$ cat config.mk
export PLATFORM = sky130hd
export DESIGN_NAME = janus_cube_uop_sched
export DESIGN_NICKNAME = d
export VERILOG_FILES = /design/src/rtl/janus_cube_uop_sched_pkg.sv /design/src/rtl/janus_cube_uop_sched_fifo.sv /design/src/rtl/janus_cube_uop_sched.sv
export SDC_FILE = /design/constraint.sdc
export NUM_CORES = 1
export LEC_CHECK = 0
export ABC_CLOCK_PERIOD_IN_PS = 22000
export CAP_MARGIN = 20
export CORE_MARGIN = 2
export CORE_UTILIZATION = 60
export CTS_BUF_LIST = sky130_fd_sc_hd__clkbuf_16
export DETAILED_ROUTE_END_ITERATION = 16
export PLACE_DENSITY = 0.79
export RECOVER_POWER = 50
export SLEW_MARGIN = 5
export SYNTH_ARGS = -nofsm -noshare
export SYNTH_HDL_FRONTEND = slang
export SYNTH_SLANG_ARGS = --single-unit
$ cat constraint.sdc
create_clock -name clk -period 22 [get_ports clk]
set_input_delay 4.4 -clock clk [delete_from_list [all_inputs] [get_ports clk]]
set_output_delay 4.4 -clock clk [all_outputs]
set_load 0.02 [all_outputs]
$ cat src/rtl/janus_cube_uop_sched_pkg.sv
// Shared types, constants and index helper for the Janus cube uop scheduler.
package cube_pkg;
  localparam int TILE_LOG2 = 4;
  localparam int IDX_W     = 7;

  typedef enum logic [1:0] {IDLE, LOAD, ISSUE, DRAIN} sched_state_e;

  typedef logic [11:0]      tile_cnt_t;
  typedef logic [IDX_W-1:0] idx_t;

  typedef struct packed {
    logic [15:0] m;
    logic [15:0] k;
    logic [15:0] n;
  } matmul_inst_t;

  typedef struct packed {
    idx_t l0a;
    idx_t l0b;
    idx_t acc;
    logic first;
    logic last;
  } cube_uop_t;

  // Row-major linear index a*b + c, wide enough that callers can simply truncate.
  function automatic logic [23:0] lin_idx(tile_cnt_t a, tile_cnt_t b, tile_cnt_t c);
    return ({12'd0, a} * {12'd0, b}) + {12'd0, c};
  endfunction
endpackage

$ cat src/rtl/janus_cube_uop_sched_fifo.sv
// Small first-word-fall-through instruction queue with flush, full and empty flags.
module cube_inst_fifo
  import cube_pkg::*;
#(
  parameter int DEPTH = 4
) (
  input  logic         clk,
  input  logic         rst,
  input  logic         push_i,
  input  logic         pop_i,
  input  logic         flush_i,
  input  matmul_inst_t din_i,
  output matmul_inst_t dout_o,
  output logic         full_o,
  output logic         empty_o
);
  localparam int AW = (DEPTH > 1) ? $clog2(DEPTH) : 1;

  matmul_inst_t  mem_q [DEPTH];
  logic [AW-1:0] wr_ptr_q, rd_ptr_q;
  logic [AW:0]   count_q;
  logic          do_push, do_pop;

  assign full_o  = (count_q == (AW+1)'(DEPTH));
  assign empty_o = (count_q == '0);
  assign do_push = push_i && !full_o && !flush_i;
  assign do_pop  = pop_i && !empty_o && !flush_i;
  assign dout_o  = mem_q[rd_ptr_q];

  always_ff @(posedge clk) begin
    if (do_push) mem_q[wr_ptr_q] <= din_i;
  end

  always_ff @(posedge clk or posedge rst) begin
    if (rst) begin
      wr_ptr_q <= '0;
      rd_ptr_q <= '0;
      count_q  <= '0;
    end else if (flush_i) begin
      wr_ptr_q <= '0;
      rd_ptr_q <= '0;
      count_q  <= '0;
    end else begin
      if (do_push) wr_ptr_q <= wr_ptr_q + 1'b1;
      if (do_pop)  rd_ptr_q <= rd_ptr_q + 1'b1;
      count_q <= count_q + (AW+1)'(do_push) - (AW+1)'(do_pop);
    end
  end
endmodule

$ cat src/rtl/janus_cube_uop_sched.sv
// MATMUL-to-tile-uop scheduler for the cube systolic array.
// Optional CUBE_SCHED_PERF_EN adds issued-uop and stall performance counters.
module janus_cube_uop_sched #(
  parameter int TILE_LOG2 = cube_pkg::TILE_LOG2,
  parameter int QDEPTH    = 4,
  parameter int MAX_OUT   = 8,
  parameter int IDX_W     = cube_pkg::IDX_W
) (
  input  logic             clk,
  input  logic             rst,
  input  logic             inst_valid,
  output logic             inst_ready,
  input  logic [15:0]      inst_m,
  input  logic [15:0]      inst_k,
  input  logic [15:0]      inst_n,
  output logic             uop_valid,
  input  logic             uop_ready,
  output logic [IDX_W-1:0] uop_l0a_idx,
  output logic [IDX_W-1:0] uop_l0b_idx,
  output logic [IDX_W-1:0] uop_acc_idx,
  output logic             uop_first,
  output logic             uop_last,
  input  logic             uop_retire,
  input  logic             abort,
  output logic             busy,
  output logic             done,
  output logic             queue_full,
  output logic             queue_empty
`ifdef CUBE_SCHED_PERF_EN
  ,
  output logic [31:0]      perf_uops,
  output logic [31:0]      perf_stall
`endif
);
  import cube_pkg::*;

  localparam int CW = $clog2(MAX_OUT + 1);

  sched_state_e  state_q;
  tile_cnt_t     mt_tiles_q, kt_tiles_q, nt_tiles_q;
  tile_cnt_t     mt_q, nt_q, kt_q;
  tile_cnt_t     mt_d, nt_d, kt_d;
  tile_cnt_t     load_mt, load_kt, load_nt;
  logic [CW-1:0] inflight_q, inflight_d;
  logic          uop_valid_q, done_q;
  cube_uop_t     uop_q;
  matmul_inst_t  inst_in, head;
  logic          q_full, q_empty;
  logic          uop_acc, last_kt, last_nt, last_mt, final_uop;

  function automatic tile_cnt_t tiles(logic [15:0] dim);
    logic [16:0] sum;
    sum = {1'b0, dim} + 17'((1 << TILE_LOG2) - 1);
    return tile_cnt_t'(sum >> TILE_LOG2);
  endfunction

  function automatic cube_uop_t make_uop(tile_cnt_t mt, tile_cnt_t nt, tile_cnt_t kt,
                                         tile_cnt_t ktl, tile_cnt_t ntl);
    cube_uop_t u;
    u.l0a   = idx_t'(lin_idx(mt, ktl, kt));
    u.l0b   = idx_t'(lin_idx(kt, ntl, nt));
    u.acc   = idx_t'(lin_idx(mt, ntl, nt));
    u.first = (kt == '0);
    u.last  = (kt == ktl - 1'b1);
    return u;
  endfunction

  assign inst_in = {inst_m, inst_k, inst_n};

  cube_inst_fifo #(.DEPTH(QDEPTH)) u_fifo (
    .clk     (clk),
    .rst     (rst),
    .push_i  (inst_valid),
    .pop_i   (state_q == LOAD),
    .flush_i (abort),
    .din_i   (inst_in),
    .dout_o  (head),
    .full_o  (q_full),
    .empty_o (q_empty)
  );

  assign load_mt = tiles(head.m);
  assign load_kt = tiles(head.k);
  assign load_nt = tiles(head.n);

  assign uop_acc   = uop_valid_q && uop_ready;
  assign last_kt   = (kt_q == kt_tiles_q - 1'b1);
  assign last_nt   = (nt_q == nt_tiles_q - 1'b1);
  assign last_mt   = (mt_q == mt_tiles_q - 1'b1);
  assign final_uop = last_kt && last_nt && last_mt;

  // kt innermost, then nt, then mt.
  always_comb begin
    kt_d = last_kt ? '0 : kt_q + 1'b1;
    nt_d = nt_q;
    mt_d = mt_q;
    if (last_kt) begin
      nt_d = last_nt ? '0 : nt_q + 1'b1;
      if (last_nt) mt_d = mt_q + 1'b1;
    end
  end

  // A retire against an empty array is ignored so the counter cannot wrap.
  always_comb begin
    inflight_d = inflight_q;
    if (uop_acc && !(uop_retire && inflight_q != '0)) inflight_d = inflight_q + 1'b1;
    else if (!uop_acc && uop_retire && inflight_q != '0) inflight_d = inflight_q - 1'b1;
  end

  always_ff @(posedge clk or posedge rst) begin
    if (rst) begin
      state_q     <= IDLE;
      mt_tiles_q  <= '0;
      kt_tiles_q  <= '0;
      nt_tiles_q  <= '0;
      mt_q        <= '0;
      nt_q        <= '0;
      kt_q        <= '0;
      inflight_q  <= '0;
      uop_valid_q <= 1'b0;
      done_q      <= 1'b0;
      uop_q       <= '0;
    end else begin
      inflight_q <= inflight_d;
      done_q     <= 1'b0;
      case (state_q)
        IDLE: if (!q_empty) state_q <= abort ? DRAIN : LOAD;
        LOAD: begin
          mt_tiles_q <= load_mt;
          kt_tiles_q <= load_kt;
          nt_tiles_q <= load_nt;
          mt_q       <= '0;
          nt_q       <= '0;
          kt_q       <= '0;
          if (abort || load_mt == '0 || load_kt == '0 || load_nt == '0) begin
            state_q <= DRAIN;
          end else begin
            state_q     <= ISSUE;
            uop_valid_q <= 1'b1;
            uop_q       <= make_uop('0, '0, '0, load_kt, load_nt);
          end
        end
        ISSUE: begin
          if (abort) begin
            uop_valid_q <= 1'b0;
            state_q     <= DRAIN;
          end else if (uop_acc && final_uop) begin
            uop_valid_q <= 1'b0;
            state_q     <= DRAIN;
          end else begin
            // Fields only move on acceptance, so they stay put while stalled.
            if (uop_acc) begin
              mt_q  <= mt_d;
              nt_q  <= nt_d;
              kt_q  <= kt_d;
              uop_q <= make_uop(mt_d, nt_d, kt_d, kt_tiles_q, nt_tiles_q);
            end
            uop_valid_q <= (inflight_d < CW'(MAX_OUT));
          end
        end
        DRAIN: begin
          if (inflight_q == '0) begin
            done_q  <= 1'b1;
            state_q <= IDLE;
          end
        end
        default: state_q <= IDLE;
      endcase
    end
  end

  assign uop_valid   = uop_valid_q;
  assign uop_l0a_idx = IDX_W'(uop_q.l0a);
  assign uop_l0b_idx = IDX_W'(uop_q.l0b);
  assign uop_acc_idx = IDX_W'(uop_q.acc);
  assign uop_first   = uop_q.first;
  assign uop_last    = uop_q.last;
  assign done        = done_q;
  assign busy        = (state_q != IDLE) || !q_empty;
  assign queue_full  = q_full;
  assign queue_empty = q_empty;
  assign inst_ready  = !q_full;

`ifdef CUBE_SCHED_PERF_EN
  logic [31:0] perf_uops_q, perf_stall_q;
  logic        stall_cyc;

  assign stall_cyc = (state_q == ISSUE) &&
                     ((uop_valid_q && !uop_ready) || inflight_q == CW'(MAX_OUT));

  always_ff @(posedge clk or posedge rst) begin
    if (rst) begin
      perf_uops_q  <= '0;
      perf_stall_q <= '0;
    end else begin
      if (uop_acc && perf_uops_q != '1)    perf_uops_q  <= perf_uops_q + 1'b1;
      if (stall_cyc && perf_stall_q != '1) perf_stall_q <= perf_stall_q + 1'b1;
    end
  end

  assign perf_uops  = perf_uops_q;
  assign perf_stall = perf_stall_q;
`endif
endmodule
## Yosys cells after proc, flatten, opt, wreduce, memory -nomap -nowiden

Memories as Yosys holds them, arrays and structs flattened.
Index checks and enable logic that the tools add are counted.

| storage, ports and cells | value |
|---|---|
| register bits | 110 |
| memory bits (writable) | 192 |
| input bits | 54 |
| output and inout port bits | 29 |
| memories kept | 1 |

Memory list:

| name | depth | bits a word | rd ports | clocked after memory_dff | wr ports | line | RTL |
|---|---|---|---|---|---|---|---|
| u_fifo.mem_q | 4 | 48 | 1 | 0 | 1 | janus_cube_uop_sched_fifo.sv:19 | `matmul_inst_t mem_q [DEPTH];` |

| operators by class | value |
|---|---|
| add/sub/neg operators | 19 |
| multipliers | 3 |
| $lt $le $gt $ge | 1 |
| equal/unequal tests | 15 |
| mux-type cells | 44 |
| reductions and logical operators | 38 |

Operator list:

| operator | number |
|---|---|
| $mux 12 | 14 |
| $mux 23 | 4 |
| $pmux 12 s2 | 3 |
| $logic_not 12->1 | 5 |
| $add 16x4->16 const B | 3 |
| $eq 12x12->1 | 4 |
| $sub 12x1->12 const B | 4 |
| $pmux 23 s2 | 1 |
| $add 12x1->12 const B | 3 |
| $mul 12x12->7 | 3 |
| $add 7x7->7 | 3 |
| $mux 2 | 9 |
| $logic_and 1x1->1 | 12 |
| $ne 2x2->1 const B | 6 |
| $mux 1 | 8 |
| $mux 4 | 2 |
| $pmux 2 s4 | 1 |
| $reduce_bool 2->1 | 4 |
| $logic_not 1->1 | 5 |
| $reduce_and 5->1 | 1 |
| $add 2x1->2 const B | 2 |
| $add 4x1->4 const B | 1 |
| $eq 2x2->1 const B | 2 |
| $logic_not 4->1 | 1 |
| other kinds (16) | 19 |

## Longest topological paths before layout

| logic depth | value |
|---|---|
| word-level depth | 10 |
| mapped depth | 29 |

## Modules after synthesis

A second synthesis with hierarchy kept.

| unflattened totals | value |
|---|---|
| cells, all modules | 1530 |
| area, all modules | 17570.6 um^2 |

Modules (own cells, without submodules):

| module | instances | cells each | area each (um^2) |
|---|---|---|---|
| janus_cube_uop_sched | 1 | 1231 | 10118.5 |
| cube_inst_fifo | 1 | 299 | 7452.1 |

## Worst setup path before layout

Ideal clock, no wire load.

| timing | value |
|---|---|
| path type | input-to-reg |
| start | in uop_ready |
| end | reg uop_q (netlist bit uop_l0a_idx[0]) |
| arrival time | 7197 ps |
| data required time | 21864 ps |
| slack | 14667 ps |
| stages on the path | 9 |
| cells stage by stage | nand2_1 > or4_1 > a2111oi_0 > o21ai_0 > or4b_2 > o21a_1 > o21ai_1 > clkbuf_1 > o21ai_0 |

| between the ends | value |
|---|---|
| word-level cells in the longest chain between the ends | 4 |
| elaborated cells between the ends (all ways) | 5 |
| classes of those cells | 2 x eq/ne; 3 x reduce/logical |

Ends and longest elaborated chain:

| item | line | RTL |
|---|---|---|
| start: declaration | janus_cube_uop_sched.sv:17 | `input logic uop_ready,` |
| $logic_and 1x1->1 * | janus_cube_uop_sched.sv:86 | `assign uop_acc = uop_valid_q && uop_ready;` |
| $logic_and 1x1->1 | janus_cube_uop_sched.sv:147 | `end else if (uop_acc && final_uop) begin` |
| $ne 2x2->1 (no line) | - |  |
| $reduce_and 5->1 (no line) * | - |  |
| end signal: assignment | janus_cube_uop_sched.sv:140 | `uop_q <= make_uop('0, '0, '0, load_kt, load_nt);` |
| end signal: assignment | janus_cube_uop_sched.sv:156 | `uop_q <= make_uop(mt_d, nt_d, kt_d, kt_tiles_q, nt_tiles_q);` |
| end: declaration | janus_cube_uop_sched.sv:46 | `cube_uop_t uop_q;` |

Mark *: on every way between the ends. The rest lies on a longest branch, timed or not.
A chain may end at the register's enable or synchronous reset.

==> results.json <==
{
  "start_util_pct": 60.75,
  "row_count": 62,
  "drv_slew": 145,
  "grt_pass1_vias": 12269,
  "crit_path_end_kind": "asynchronous set/reset pin",
  "ys.flop_type": "edfxtp_1",
  "path_class": "input pin to asynchronous set/reset pin",
  "cts_buffers": 31,
  "finalClockSkew_ps": 9.844,
  "final_util_pct": 68.19,
  "ys_types": 79,
  "p_int_mw": 1.245,
  "grt_usage_pct": 26.72,
  "core_um2": 28630,
  "synth-seq-cells": 302,
  "route.vias.total": 12212,
  "dr_wl_met3_um": 2515,
  "place_inst": 1967,
  "final_cells": 2028,
  "critPathMaxFanout": 64,
  "status": "finished, violations left",
  "synth-edff-count": 192,
  "drt-total-wl_um": 39840,
  "switchingPower_mw": 0.7155,
  "pre_cts_slack_ps": 13350,
  "violations": "capacitance limit, slew limit",
  "clock-sinks": 302,
  "fin_crit_ps": 8837,
  "netlist.top_cell.by_area": "edfxtp_1",
  "p_clk_share_pct": 26.6,
  "place_hpwl_um": 27780,
  "synth_top_area_share_pct": 33.15,
  "pin_count": 83,
  "timing.fmax_mhz": 113.2,
  "port_buffers": 82,
  "p_per_area_nw_per_um2": 100.4,
  "ys_seq_area_share_pct": 48.98,
  "drc": 0,
  "final_common_cell": "edfxtp_1",
  "peakVddDrop_uv": 133.1,
  "synthesis.area_um2": 17390,
  "setup-tns-final_ps": 0,
  "wl_met2_um": 19440,
  "nNetsFinal": 1775,
  "setup_viol": 0,
  "synthCells": 1565,
  "fillers": 2105,
  "die_y_um": 174.2,
  "clk_latency_ps": 580,
  "rsz0062_at_grt": "no",
  "antenna_left": 0,
  "cts_hold_buf": 0,
  "antenna_found_initial": 4,
  "combPwrFrac_pct": 33.3,
  "required_ps": 21900,
  "avgSynthCellArea_um2": 11.11,
  "final_cell_area_um2": 19520,
  "clkTransAtPathRegs_ps": 60,
  "post_cts_buffers": 0,
  "clockBufferDepth": 3,
  "vias_per_cell": 6.022,
  "syn2layout_area_growth_pct": 12.25,
  "power_frac_seq_pct": 40.1,
  "grt_overflow_total": 0,
  "wl_met1_um": 16550,
  "drt_first_pass_iters": 6,
  "synth.area.top_cells": "edfxtp_1, dfrtp_1, mux4_2",
  "max_cap_viol_count": 3,
  "p_leak_nw": 7.490,
  "sw_frac_of_total_pct": 36.50,
  "slew_headroom_pct": -133.8,
  "die_area_um2": 30360,
  "clock-root-buffer": "clkbuf_16",
  "synth_nets": 1724,
  "fin_crit_sh_pct": 40.17,
  "wl_per_cell_um": 19.65,
  "ctsResizeCount": 0,
  "grt_start_max_net_pins": 76,
  "htreeDepth": 1,
  "grt_pass1_wl_um": 64660,
  "placed_area_um2": 18510,
  "max_slew.worst_pin.slew_ps": 3507,
  "highest_layer": "met4",
  "drive_gt1_share_pct": 7.988,
  "ys_warn_count": 0,
  "drt_iter0_markers": 1034,
  "worstHoldPathType": "flip-flop to flip-flop",
  "dieWidth_um": 174.2,
  "start_kind": "input pin",
  "async_flop_share_pct": 36.42,
  "hold_slack_ps": 476.0,
  "total_power_mw": 1.960,
  "place.gp.congestion": 0.9022,
  "cp.arrival_ps": 8730,
  "final_cell_mix": "edfxtp_1, nand2_1, inv_1",
  "fin_ws_ps": 13160,
  "hold_viol_final": 0,
  "cts_tree": "yes"
}
final timing paths:
check	from	slack, ps	cells past startpoint	to
hold / removal	uop_acc_idx[4]	480	2	uop_acc_idx[4]
max in group clk	uop_ready	13740	11	uop_l0a_idx[6]
min in group asynchronous	rst	4810	2	kt_q[10]
setup reg to reg	nt_tiles_q[0]	13810	24	uop_l0a_idx[6]
hold reg to reg	uop_acc_idx[4]	480	2	uop_acc_idx[4]
setup / recovery	rst	13160	3	nt_tiles_q[2]
registers in the layout (all words and copies together), names as in the netlist, 2 cells and up:
name	count
inflight_q	4
kt_q	12
kt_tiles_q	12
mt_q	12
mt_tiles_q	12
nt_q	12
nt_tiles_q	12
state_q	2
u_fifo.count_q	3
u_fifo.mem_q	192
u_fifo.rd_ptr_q	2
u_fifo.wr_ptr_q	2
uop_acc_idx	7
uop_l0a_idx	7
uop_l0b_idx	7
cells in the mapped netlist, types with 4 or more instances:
library cell  count
ha_1             68
a21oi_1          62
o21ai_0          78
and3_1           26
edfxtp_1        192
clkbuf_1         64
o211ai_1          6
a21o_1           13
a32oi_1           4
mux4_2           39
and2_1           24
inv_1           117
mux2i_1           8
xor2_1           49
nor3_1           22
o31ai_1          22
nor4_1           29
a22o_1            4
nand3_1          50
buf_1             5
a2111oi_0         5
nor4_2            4
or4_1             9
nor2_1          114
buf_2             7
dfrtp_1         110
fa_1             37
nand3b_1          7
nand2b_1         15
nand2_1         147
nand4_1          18
nor2b_1          20
a31oi_1          10
or3_1             6
or2_2             4
xnor2_1          99
power groups by stage:
stage          logic (mW)  registers (mW)  clock network (mW)
2_1_floorplan       0.520           0.737                   0
3_3_place_gp        0.626           0.789                   0
3_5_place_dp        0.647           0.794                   0
4_1_cts             0.655           0.783               0.530
5_1_grt             0.727           0.797               0.551
6_report            0.652           0.786               0.522
cell families after synthesis:
family | count (synthesis) | share of synthesized area, %
simple gates | 517 | 15.08
flops | 302 | 48.98
compound gates | 244 | 8.878
buf+inv | 197 | 4.396
xor+xnor | 152 | 7.936
fa+ha+maj | 105 | 9.152
mux | 48 | 5.576
layer usage:
metal | global-route usage (%) | vias to the layer above
li1 | - | 5687
met1 | 35.99 | 6005
met2 | 44.48 | 433
met3 | 3.828 | 87
met4 | 9.839 | 0
met5 | 0 | -
cell type report:
cell class                      instances  area, um2  share of cell area (%)
Timing Repair Buffer                   97      925.9                   4.743
Tap cell                              384      480.5                   2.461
Antenna cell                            4      10.01                 0.05128
Multi-Input combinational cell       1066       8127                   41.63
Sequential cell                       302       8518                   43.64
Inverter                              118      444.2                   2.275
Clock buffer                           31      775.7                   3.974
Clock inverter                         26      239.0                   1.224
critical path, stage by stage:
cell           delay, ps
dlygate4sd3_1        550
clkinvlp_2          1180
clkbuf_1            2550
No activity file was read; power rests on OpenSTA's default activity.
